**src/rtl/reg8_wr_arbiter.sv**
```systemverilog
// Round-robin write arbiter in front of one shared load-enabled register.
// Each write runs IDLE -> GRANT -> ACK. Define REG_ARB_LOCK_EN to add the per-requester lock input.
module reg8_wr_arbiter #(
  parameter int NREQ  = 4,
  parameter int IDX_W = 2,
  parameter int W     = 8
) (
  input  logic              clk,
  input  logic              rst,
  input  logic [NREQ-1:0]   req,
  input  logic [NREQ*W-1:0] din,
`ifdef REG_ARB_LOCK_EN
  input  logic [NREQ-1:0]   lock,
`endif
  output logic [NREQ-1:0]   gnt,
  output logic [NREQ-1:0]   ack,
  output logic              ld,
  output logic [IDX_W-1:0]  owner,
  output logic [W-1:0]      q
);

  typedef enum logic [1:0] {
    S_IDLE  = 2'd0,
    S_GRANT = 2'd1,
    S_ACK   = 2'd2
  } state_e;

  state_e           state_q, state_d;
  logic [IDX_W-1:0] owner_q, owner_d;
  logic [IDX_W-1:0] ptr_q,   ptr_d;
  logic [W-1:0]     data_q,  data_d;

  logic [IDX_W-1:0] owner_inc;
  logic [IDX_W-1:0] scan_start;
  logic [NREQ-1:0]  req_eff;
  logic [IDX_W-1:0] cand;
  logic [IDX_W-1:0] win_idx;
  logic             win_found;

`ifdef REG_ARB_LOCK_EN
  logic locked_q, locked_d;
  logic unlock_now;
`endif

  assign owner_inc = IDX_W'((int'(owner_q) + 1) % NREQ);

  // Locked mode narrows the candidate set to the owner; releasing it restarts the scan after the owner.
  always_comb begin
    scan_start = ptr_q;
    req_eff    = req;
`ifdef REG_ARB_LOCK_EN
    unlock_now = locked_q && !lock[owner_q];
    if (locked_q && lock[owner_q]) begin
      req_eff = req & (NREQ'(1) << owner_q);
    end else if (unlock_now) begin
      scan_start = owner_inc;
    end
`endif
  end

  always_comb begin
    win_found = 1'b0;
    win_idx   = '0;
    cand      = '0;
    for (int k = 0; k < NREQ; k++) begin
      cand = IDX_W'((int'(scan_start) + k) % NREQ);
      if (!win_found && req_eff[cand]) begin
        win_found = 1'b1;
        win_idx   = cand;
      end
    end
  end

  // NOTE: every output and next-state variable gets a default before the case, so no path infers a latch.
  always_comb begin
    state_d = state_q;
    owner_d = owner_q;
    ptr_d   = ptr_q;
    data_d  = data_q;
    gnt     = '0;
    ack     = '0;
    ld      = 1'b0;
`ifdef REG_ARB_LOCK_EN
    locked_d = locked_q;
`endif
    unique case (state_q)
      S_IDLE: begin
`ifdef REG_ARB_LOCK_EN
        if (unlock_now) begin
          locked_d = 1'b0;
          ptr_d    = owner_inc;
        end
`endif
        if (win_found) begin
          owner_d = win_idx;
          state_d = S_GRANT;
        end
      end
      S_GRANT: begin
        gnt = NREQ'(1) << owner_q;
        if (req[owner_q]) begin
          ld      = 1'b1;
          data_d  = din[int'(owner_q)*W +: W];
          state_d = S_ACK;
        end else begin
          state_d = S_IDLE;
        end
      end
      S_ACK: begin
        ack     = NREQ'(1) << owner_q;
        state_d = S_IDLE;
`ifdef REG_ARB_LOCK_EN
        if (lock[owner_q]) begin
          locked_d = 1'b1;
        end else begin
          ptr_d = owner_inc;
        end
`else
        ptr_d = owner_inc;
`endif
      end
      default: state_d = S_IDLE;
    endcase
  end

  // NOTE: clocked state uses non-blocking assignments only; the reset branch clears all of it, data included.
  always_ff @(posedge clk) begin
    if (rst) begin
      state_q <= S_IDLE;
      owner_q <= '0;
      ptr_q   <= '0;
      data_q  <= '0;
`ifdef REG_ARB_LOCK_EN
      locked_q <= 1'b0;
`endif
    end else begin
      state_q <= state_d;
      owner_q <= owner_d;
      ptr_q   <= ptr_d;
      data_q  <= data_d;
`ifdef REG_ARB_LOCK_EN
      locked_q <= locked_d;
`endif
    end
  end

  assign owner = owner_q;
  assign q     = data_q;

endmodule

```
**config.mk**
```make
export PLATFORM = sky130hd
export DESIGN_NAME = reg8_wr_arbiter
export DESIGN_NICKNAME = d
export VERILOG_FILES = /design/src/rtl/reg8_wr_arbiter.sv
export SDC_FILE = /design/constraint.sdc
export NUM_CORES = 1
export LEC_CHECK = 0
export BUFFER_PORTS_ARGS = -buffer_cell sky130_fd_sc_hd__buf_4
export CORE_MARGIN = 3
export CORE_UTILIZATION = 45
export DETAILED_ROUTE_END_ITERATION = 8
export GPL_TIMING_DRIVEN = 0
export PLACE_DENSITY = 0.94
export SLEW_MARGIN = 20
export SYNTH_ARGS = -nofsm -noshare
export SYNTH_HDL_FRONTEND = slang
export SYNTH_SLANG_ARGS = --single-unit
```
**constraint.sdc**
```tcl
create_clock -name clk -period 3.2 [get_ports clk]
set_clock_uncertainty 0.15 [all_clocks]
set_input_delay 0.32 -clock clk [delete_from_list [all_inputs] [get_ports clk]]
set_output_delay 0.32 -clock clk [all_outputs]
set_load 0.1 [all_outputs]
```
==> results, run 1 <==
- Of the cells placed in the final design, the portion with a size suffix greater than 1 is 0.4830.
- The count of endpoints failing hold in the final timing report is 0.
- Counting flops and latches in the post-synthesis netlist gives 14.
- The final estimated routing congestion in global placement is 0.7554.
- The setup check on the worst reg-to-reg path leaves a slack of 1.32 ns.
- The detailed router finished its first iteration with 26 violations.
- The synthesized instance count is 87.
- In the routed design, unresolved DRC markers number 0.
- Summing every instance area after synthesis gives 928.4 µm².
- For this run, the post-layout net count is 190.
- The count of buffers inserted at the top-level ports is between 50 and 60.
- In the final layout, the multi-input gates occupy 624.3 µm².
- The final max-slew violation count is 0.
- The die area is roughly 2600 µm².
- The wire length reported by the detailed router is approximately 2.8 mm.
- The top-level port count is 57.
- The library cell used as clock root buffer is sky130_fd_sc_hd__clkbuf_4.
- By area, the combinational part of the netlist is dominated by multiplexers.
- Across the run, the number of max-cap violations was 0.
- The clock network latency to the later pin of the worst-skew pair is about 0.28 ns.
- In the post-synthesis netlist, the biggest area contributors are sky130_fd_sc_hd__dfxtp_1, sky130_fd_sc_hd__mux4_2, sky130_fd_sc_hd__mux2i_1, sky130_fd_sc_hd__and2_1, sky130_fd_sc_hd__ha_1.
- The core occupancy in the finished layout is 0.7701.
- For the worst flop-to-flop path, the logic depth is 5.
- In this run the post-CTS setup repair buffer count came out at 0.
- In this run the tightest slew margin relative to its limit is 0.6216.
- Of the post-synthesis cell area, the dominant cell type holds 0.3019.
- In this run the worst hold path is classified as in2reg.
- Yosys printed 0 warnings.
- The number of resized instances in the post-cts repair step is 0.
- The endpoint identified for the worst register-to-register timing path is ptr_q[1]$_SDFFE_PP0N_.
- No sink is reached through more buffers than the 2 on the longest clock path.
- The mean routed wirelength per cell is 15.99 µm.
- Of the total synthesized cell area, the portion taken by AND, OR, NAND and NOR gates is 0.2156.
- Once detailed placement completed, the half-perimeter wirelength came to ~2.2 mm.
- The setup TNS after final layout is 0 ns.
- The cts-stage hold buffer count is 0.
- The post-synthesis compound-gate area fraction is 0.08760.
- The critical path in this run is classified as reg2out.
- The leftover overflow at the end of global routing is 0.
- The overall track demand over capacity in global routing is 0.2238.
- The number of antenna violations at the first check in global routing was 0.
- The worst-case hold slack is 0.09310 ns.
- The number of buffers created by CTS is 3.
- The routed layout has 967 vias.
- The minimum clock period after layout is 2.445 ns.
- Dividing total power by cell area gives a power density of 439.8 nW/µm².
- The number of global-route vias before repair is 1,017.
- Synthesis instantiated 27 different standard cells from the library.
- The core outline area is roughly 1800 µm².
- Along the worst path, the maximum fanout reaches 10.
- The endpoint class of the critical path is a primary output.
- Setup violations remaining at the end of the flow were counted as 0.
- The vertical die dimension is 51.42 µm.
- Each instance of the synthesized netlist takes up on average 10.67 µm².
- The flow ran to the end, and the final reports show no timing, DRC or antenna violations.
- The fmax is 0.4090 GHz.
- The peak supply drop is 0.0003277 V.
- The startpoint of the lowest-slack hold path is rst.
- The proportion of synthesized area in mux cells is 0.3154.
- Entering global routing, the biggest net connects 11 pins.
- The wire length of the first global-routing pass is approximately 4.3 mm.
- Dividing the final minimum period by the clock period gives 0.7640.
- The worst register-to-register path begins at owner[1]$_SDFFE_PP0P_.
- Counting instances, the worst hold path has a depth of 2.
- The ratio of routed vias to standard cells is 5.622.
- Row generation in the floorplan step produced 15 rows.
- CTS built an H-tree with a depth of 1.
- Of the total synthesized cell area, the portion taken by full adders, half adders and majority gates is 0.05391.
- The detail route stage leaves a number of antenna-violating nets equal to 0.
- The clock sink total is 14.
- The fill cell instance count of the final layout is 131.
- The share of the yosys chip area belonging to registers is 0.3019.
- The total leakage power is roughly 0.69 nW.
- The storage element area is 280.3 µm².
- The TritonCTS clock tree is built.
- The die is about 51 µm wide.
- From synthesis to final layout, the design area changed by 52.56%.
- The detailed-routing iteration count for the pre-antenna-repair pass is 4.
- The clock transition at the registers of the reported paths is 0.09 ns.
- Setup repair after global routing left no endpoint under its margin.
- The transition at the pin with the smallest max-transition slack is 0.5676 ns.
- The worst hold path terminates at ptr_q[0]$_SDFFE_PP0N_.
- The biggest area contributor in the post-synthesis netlist is sky130_fd_sc_hd__dfxtp_1.
- The required time of the worst setup path is 2.73 ns.
- Of the total synthesized cell area, the portion taken by XOR and XNOR cells is 0.
- The number of antenna cells inserted is 0.
- Counting every net in the synthesized netlist gives 129.
- The kind of start point of the critical path is a flip-flop.
- The data arrival time of the critical path is ~2.0 ns.
- The initial core utilization is 0.5048.
[per-stage QoR]
step / instance area, µm² / power (mW) / setup WS (ns) / instances
floorplan: 928.4 / 0.4142 / 0.5299 / 87
finish: 1416 / 0.6229 / 0.7551 / 172
detailed placement: 1380 / 0.4985 / 1.104 / 168
global route: 1416 / 0.6496 / 0.6495 / 172
CTS: 1416 / 0.6243 / 0.7668 / 172
global placement: 1380 / 0.4878 / 1.204 / 168
[worst max-delay path: stages, from the launching register on]
cell                       delay, ns
sky130_fd_sc_hd__dfxtp_1        0.44
sky130_fd_sc_hd__clkbuf_1       0.48
sky130_fd_sc_hd__inv_1          0.16
sky130_fd_sc_hd__ha_1           0.24
sky130_fd_sc_hd__and2_1         0.14
sky130_fd_sc_hd__buf_4          0.23
[state kept, by name (all words and copies together), names as in the netlist]
register / flops
owner: 2
ptr_q: 2
q: 8
state_q: 2
[cell type report]
cell class | instances | share of cell area
Timing Repair Buffer | 56 | 0.2968
Tap cell | 25 | 0.02208
Inverter | 3 | 0.007951
Clock buffer | 4 | 0.02562
Multi-Input combinational cell | 67 | 0.4408
Sequential cell | 14 | 0.1979
Buffer | 3 | 0.008834
[synth_stat cells, drive strengths merged]
master / number
a211oi: 1
a21boi: 1
a21oi: 2
a31oi: 1
and2: 9
and2b: 1
buf: 1
clkbuf: 2
dfxtp: 14
ha: 4
inv: 3
mux2i: 9
mux4: 9
nand2: 2
nor2: 12
nor2b: 3
nor3: 1
nor3b: 2
nor4: 2
nor4b: 1
o21a: 1
o21bai: 1
o311a: 1
o31ai: 1
o32ai: 2
or2b: 1
[how the worst max path moves through the flow]
| stage | from | end | slack (ns) | depth (start not counted) |
|---|---|---|---|---|
| after floorplan | owner[0]$_SDFFE_PP0P_ | ack[2] | 0.53 | 4 |
| after global placement | owner[1]$_SDFFE_PP0P_ | ack[0] | 1.20 | 5 |
| after detailed placement | owner[1]$_SDFFE_PP0P_ | ack[1] | 1.10 | 5 |
| after CTS | owner[1]$_SDFFE_PP0P_ | ack[1] | 0.77 | 5 |
| after global routing | owner[1]$_SDFFE_PP0P_ | ack[1] | 0.65 | 5 |
| final | owner[1]$_SDFFE_PP0P_ | ack[1] | 0.76 | 5 |
[cells in the final DEF (no fill, tap or decap), drive strengths merged]
master  instances
a211oi          1
a21boi          1
a21oi           2
a31oi           1
and2            9
and2b           1
buf            57
clkbuf          6
dfxtp          14
ha              4
inv             3
mux2i           9
mux4            9
nand2           2
nor2           12
nor2b           3
nor3            1
nor3b           2
nor4            2
nor4b           1
o21a            1
o21bai          1
o311a           1
o31ai           1
o32ai           2
or2b            1
[metal layers]
layer / GRT usage / vias to the layer above / share of wire
met3: 0.06122 / 14 / 0.075
met1: 0.2220 / 451 / 0.33
met2: 0.4301 / 57 / 0.56
met4: 0.08734 / 0 / 0.040
met5: 0 / - / 0
li1: - / 445 / -
[power by group]
group	internal, mW	switching (mW)
logic	0.107	0.187
clock network	0.0692	0.0584
registers	0.188	0.0130
[cell families after synthesis]
group           Yosys count
simple gates             34
mux                      18
flops                    14
compound gates           11
buf+inv                   6
fa+ha+maj                 4
(Power assumes the default switching activity.)
==> run 2: changes to the inputs <==
- ABC_AREA: not set -> 1
- PLACE_DENSITY: 0.94 -> 0.9
- clock period: 3.2 -> 2.3 ns (I/O delays scaled with it)
==> results, run 2 <==
- The number of buffers created by CTS is 3.
- The fraction of registers with async set or reset after synthesis is 0.
- The post-synth net total is 227.
- The main flop type after synthesis is sky130_fd_sc_hd__dfxtp_1.
- The floorplan step set the die width to between 50 and 60 µm.
- Of the total power, combinational logic draws 0.678.
- The share of the yosys chip area belonging to registers is 0.2486.
- The number of flip-flops and latches in the synthesized netlist is 14.
- The number of violations reported at the end of detailed-routing iteration 0 is 66.
- The multi-input combinational cell area is 743.2 µm².
- Setup repair after global routing left no endpoint under its margin.
- The synthesized instance count is between 150 and 200.
- Yosys attributes the largest share of cell area to sky130_fd_sc_hd__dfxtp_1, sky130_fd_sc_hd__nor2_1, sky130_fd_sc_hd__o21ai_0, sky130_fd_sc_hd__nand2_1, sky130_fd_sc_hd__o21ai_1.
- The first global-routing pass estimated approximately 5.5 mm of wire.
- The library cells used most frequently in the layout, excluding fill and tap cells, are sky130_fd_sc_hd__buf_4, sky130_fd_sc_hd__nor2_1, sky130_fd_sc_hd__nand2_1, sky130_fd_sc_hd__o21ai_0, sky130_fd_sc_hd__inv_1.
- In the global route stage, met1 resource usage came out at 0.2656.
- The HPWL after detailed placement is 2.588 mm.
- The switching share of power is 0.5660.
- The endpoint class of the critical path is a primary output.
- Dividing the detail-routed wire length by the instance count gives 11.82 µm.
- For this design the static power due to leakage is between 0.8 and 0.9 nW.
- The smallest clock period supported by the final layout is computed as 2.181 ns.
- The vertical die dimension is 56.05 µm.
- After floorplanning, the core was divided into 17 placement rows.
- The maximum clock path buffer count is 2.
- Of the total power, registers draw 0.226.
- The clock sink total is 14.
- The transition at the pin with the smallest max-transition slack is 0.3968 ns.
- The number of global-route vias before repair came to 1,247.
- The count of yosys warnings during synthesis is 0.
- For this run, global-route usage on met2 was measured as 0.3740.
- The initial utilization of the core area, before any placement, comes to 0.4907.
- For this design the total switching power over the nets is ~0.8 mW.
- The detailed router placed 1,359 vias in this run.
- The number of antenna violations at the first check in global routing is 0.
- After clock tree synthesis, the clock-pin slew on the worst setup and hold paths is roughly 0.080 ns.
- In this run the tool buffered the top-level ports with 56 buffer cells.
- The final estimated routing congestion in global placement is 0.8028.
- The maximum level of the CTS H-tree is 1.
- The fmax is 0.4585 GHz.
- The storage element area is 287.8 µm².
- Of the available clock period, the critical path in the final layout requires 0.9483.
- The worst reg2reg path depth is 8.
- The startpoint of the most critical register-to-register path is owner[0]$_SDFFE_PP0P_.
- Entering global routing, the biggest net connects 12 pins.
- The cell with the biggest individual delay on the critical path is sky130_fd_sc_hd__dfxtp_4.
- In this run, distinct cell masters in the synthesized netlist total 21.
- The ratio of total power to cell area is 859.0 nW/µm².
- Fill cells in the final layout number 211.
- Across all register-to-register paths, the minimum setup slack is 0.58 ns.
- The kind of cell adding the most delay to the critical path is compound AO/OA/AOI/OAI gates.
- The share of synthesized area in the top cell type comes to 0.2486.
- The number of antenna cells inserted is 0.
- The post-CTS setup buffer count is 0.
- The number of maximum-capacitance constraint violations is 0.
- The post-synthesis instance area is around 1100 µm².
- After synthesis, the most frequently instantiated cells are sky130_fd_sc_hd__nor2_1, sky130_fd_sc_hd__nand2_1, sky130_fd_sc_hd__o21ai_0.
- The terminating pin of the worst hold path is q[2]$_SDFFE_PP0P_.
- The detailed-routing iteration count for the pre-antenna-repair pass is 4.
- The leading cell type by number of instances after synthesis is sky130_fd_sc_hd__nor2_1.
- The kind of start point of the critical path is a flip-flop.
- Leaving out fill and tap cells, the most frequent cell in the layout is sky130_fd_sc_hd__buf_4.
- The endpoint identified for the worst register-to-register timing path is q[4]$_SDFFE_PP0P_.
- The worst-case hold slack is about 0.23 ns.
- The area growth from synthesis to layout is 47.50%.
- The mean area per synthesized cell is 6.094 µm².
- The top-level port count is 57.
- Using the TritonRoute via totals, the vias-per-cell ratio works out to 4.978.
- In this run, synthesis inferred 0 flip-flops with an integrated enable.
- The core outline area is ~2300 µm².
- In this run the worst hold path is classified as in2reg.
- For this run, design rule violations remaining after detail routing come to 0.
- Of all nets on the critical path, the largest fanout is 10.
- Of all cell types, the one taking the most synthesized area is sky130_fd_sc_hd__dfxtp_1.
- The internal power of the cells totals 0.6199 mW.
- The clock network latency to the later pin of the worst-skew pair is between 0.2 and 0.3 ns.
- The layer flagged by global routing as most heavily used is met2.
- The worst hold path was traced through 5 stages.
- The sum of buffers and inverters on the critical path is 3.
- The final max-slew violation count is 0.
- The peak supply drop is about 0.00075 V.
- Once detail routing completed, the nets flagged for antenna violations numbered 0.
- The number of non-filler instances in the completed layout is 273.
- Summed over all layers, the global routing overflow is 0.
- The TritonCTS clock tree is built.
- Setup violations remaining at the end of the flow were counted as 0.
- The max-slew headroom at the worst pin is 0.7355.
- The startpoint identified for the worst hold timing path is din[2].
- The met3 routing resource usage after global routing is 0.05104.
- The count of endpoints failing hold in the final timing report is 0.
- The register with the most flip-flops in the layout has 8 of them.
- The critical path runs through a total of 6 cells.
- The final layout contains routed wiring with a total length of ~3.2 mm.
- Data on the critical path is required at its endpoint by 1.92 ns.
- The flow ran to the end, and the final reports show no timing, DRC or antenna violations.
- The net count of the finished layout is 288.
- The path type of the worst setup path is reg2out.
- The clock network fraction of design power is 0.096.
- For this run, the slowest stage of the critical path takes 0.37 ns.
- The data arrival time of the critical path is roughly 1.8 ns.
- The library cell used as clock root buffer is sky130_fd_sc_hd__clkbuf_4.
- The critical path goes through buf_4 -> inv_2 -> a21oi_1 -> o21ai_1 -> a21oi_4 -> buf_4.
- The die covers between 3000 and 4000 µm².
- The completed layout was analyzed and its total power is 1.428 mW.
- Across every metal layer, demand over resource in global routing totals 0.2138.
- The number of placed instances, taps included is roughly 270.
- The cell seen most often among critical-path stages is sky130_fd_sc_hd__buf_4.
- The fraction of layout cells with a size suffix above 1 is 0.3918.
[run 2: cell types whose count changed after synthesis, sizes merged, moves of 16 or more]
cell	before	now
inv	3	19
nand2	2	34
nor2	12	51
o21ai	0	33
[run 2: worst max path at each step]
stage,startpoint,to,slack (ns)
2_1_floorplan,owner[0]$_SDFFE_PP0P_,ack[2],-0.05
3_3_place_gp,owner[0]$_SDFFE_PP0P_,ack[0],0.38
3_5_place_dp,owner[0]$_SDFFE_PP0P_,ack[0],0.36
4_1_cts,owner[0]$_SDFFE_PP0P_,ack[0],0.05
5_1_grt,owner[0]$_SDFFE_PP0P_,ld,0.01
6_report,owner[0]$_SDFFE_PP0P_,ld,0.12
[run 2: final cells by class]
| type | count | area share |
|---|---|---|
| Multi-Input combinational cell | 144 | 0.4470 |
| Sequential cell | 14 | 0.1731 |
| Inverter | 19 | 0.04439 |
| Tap cell | 28 | 0.02107 |
| Timing Repair Buffer | 57 | 0.2731 |
| Clock buffer | 3 | 0.01354 |
| Clock inverter | 1 | 0.002257 |
| Buffer | 7 | 0.02558 |
[run 2: power by group through the flow]
stage / logic (mW) / clock network [mW] / registers (mW)
final: 0.969 / 0.137 / 0.322
after global routing: 1.05 / 0.161 / 0.328
after CTS: 0.970 / 0.140 / 0.322
after detailed placement: 0.965 / 0 / 0.326
after global placement: 0.956 / 0 / 0.326
after floorplan: 0.495 / 0 / 0.580
[run 2: metal layers]
metal	share of wire	vias up
met2	0.49	37
li1	-	714
met4	0.0040	0
met3	0.054	2
met1	0.45	606
met5	0	-
[run 2: cells by family after synthesis]
logic type / share of synthesized area
AO/OA/AOI/OAI: 0.2275
adder cells (fa/ha/maj): 0.04440
buffers and inverters: 0.1099
flip-flops: 0.2486
AND/OR/NAND/NOR: 0.3696
[run 2: stage by stage]
step           area, µm²  worst slack, ns    util  TNS (ns)
2_1_floorplan       1155         -0.05334       -   -0.2097
3_3_place_gp        1610           0.3831  0.7010         0
3_5_place_dp        1610           0.3643  0.7010         0
4_1_cts             1647          0.05088  0.7168         0
5_1_grt             1663          0.01021  0.7239         0
6_report            1663           0.1189  0.7239         0
[run 2: tightest hold or removal path: cells and delay by family]
family,cells,cell delay [ns]
simple gates,3,0.17
compound gates,1,0.14
buf+inv,1,0.07
[run 2: timing repair]
action	4_1_cts	5_1_grt
endpoints found under the hold margin	2	0
resized for setup	0	6
hold buffers	1	0
setup endpoints to repair	0	4
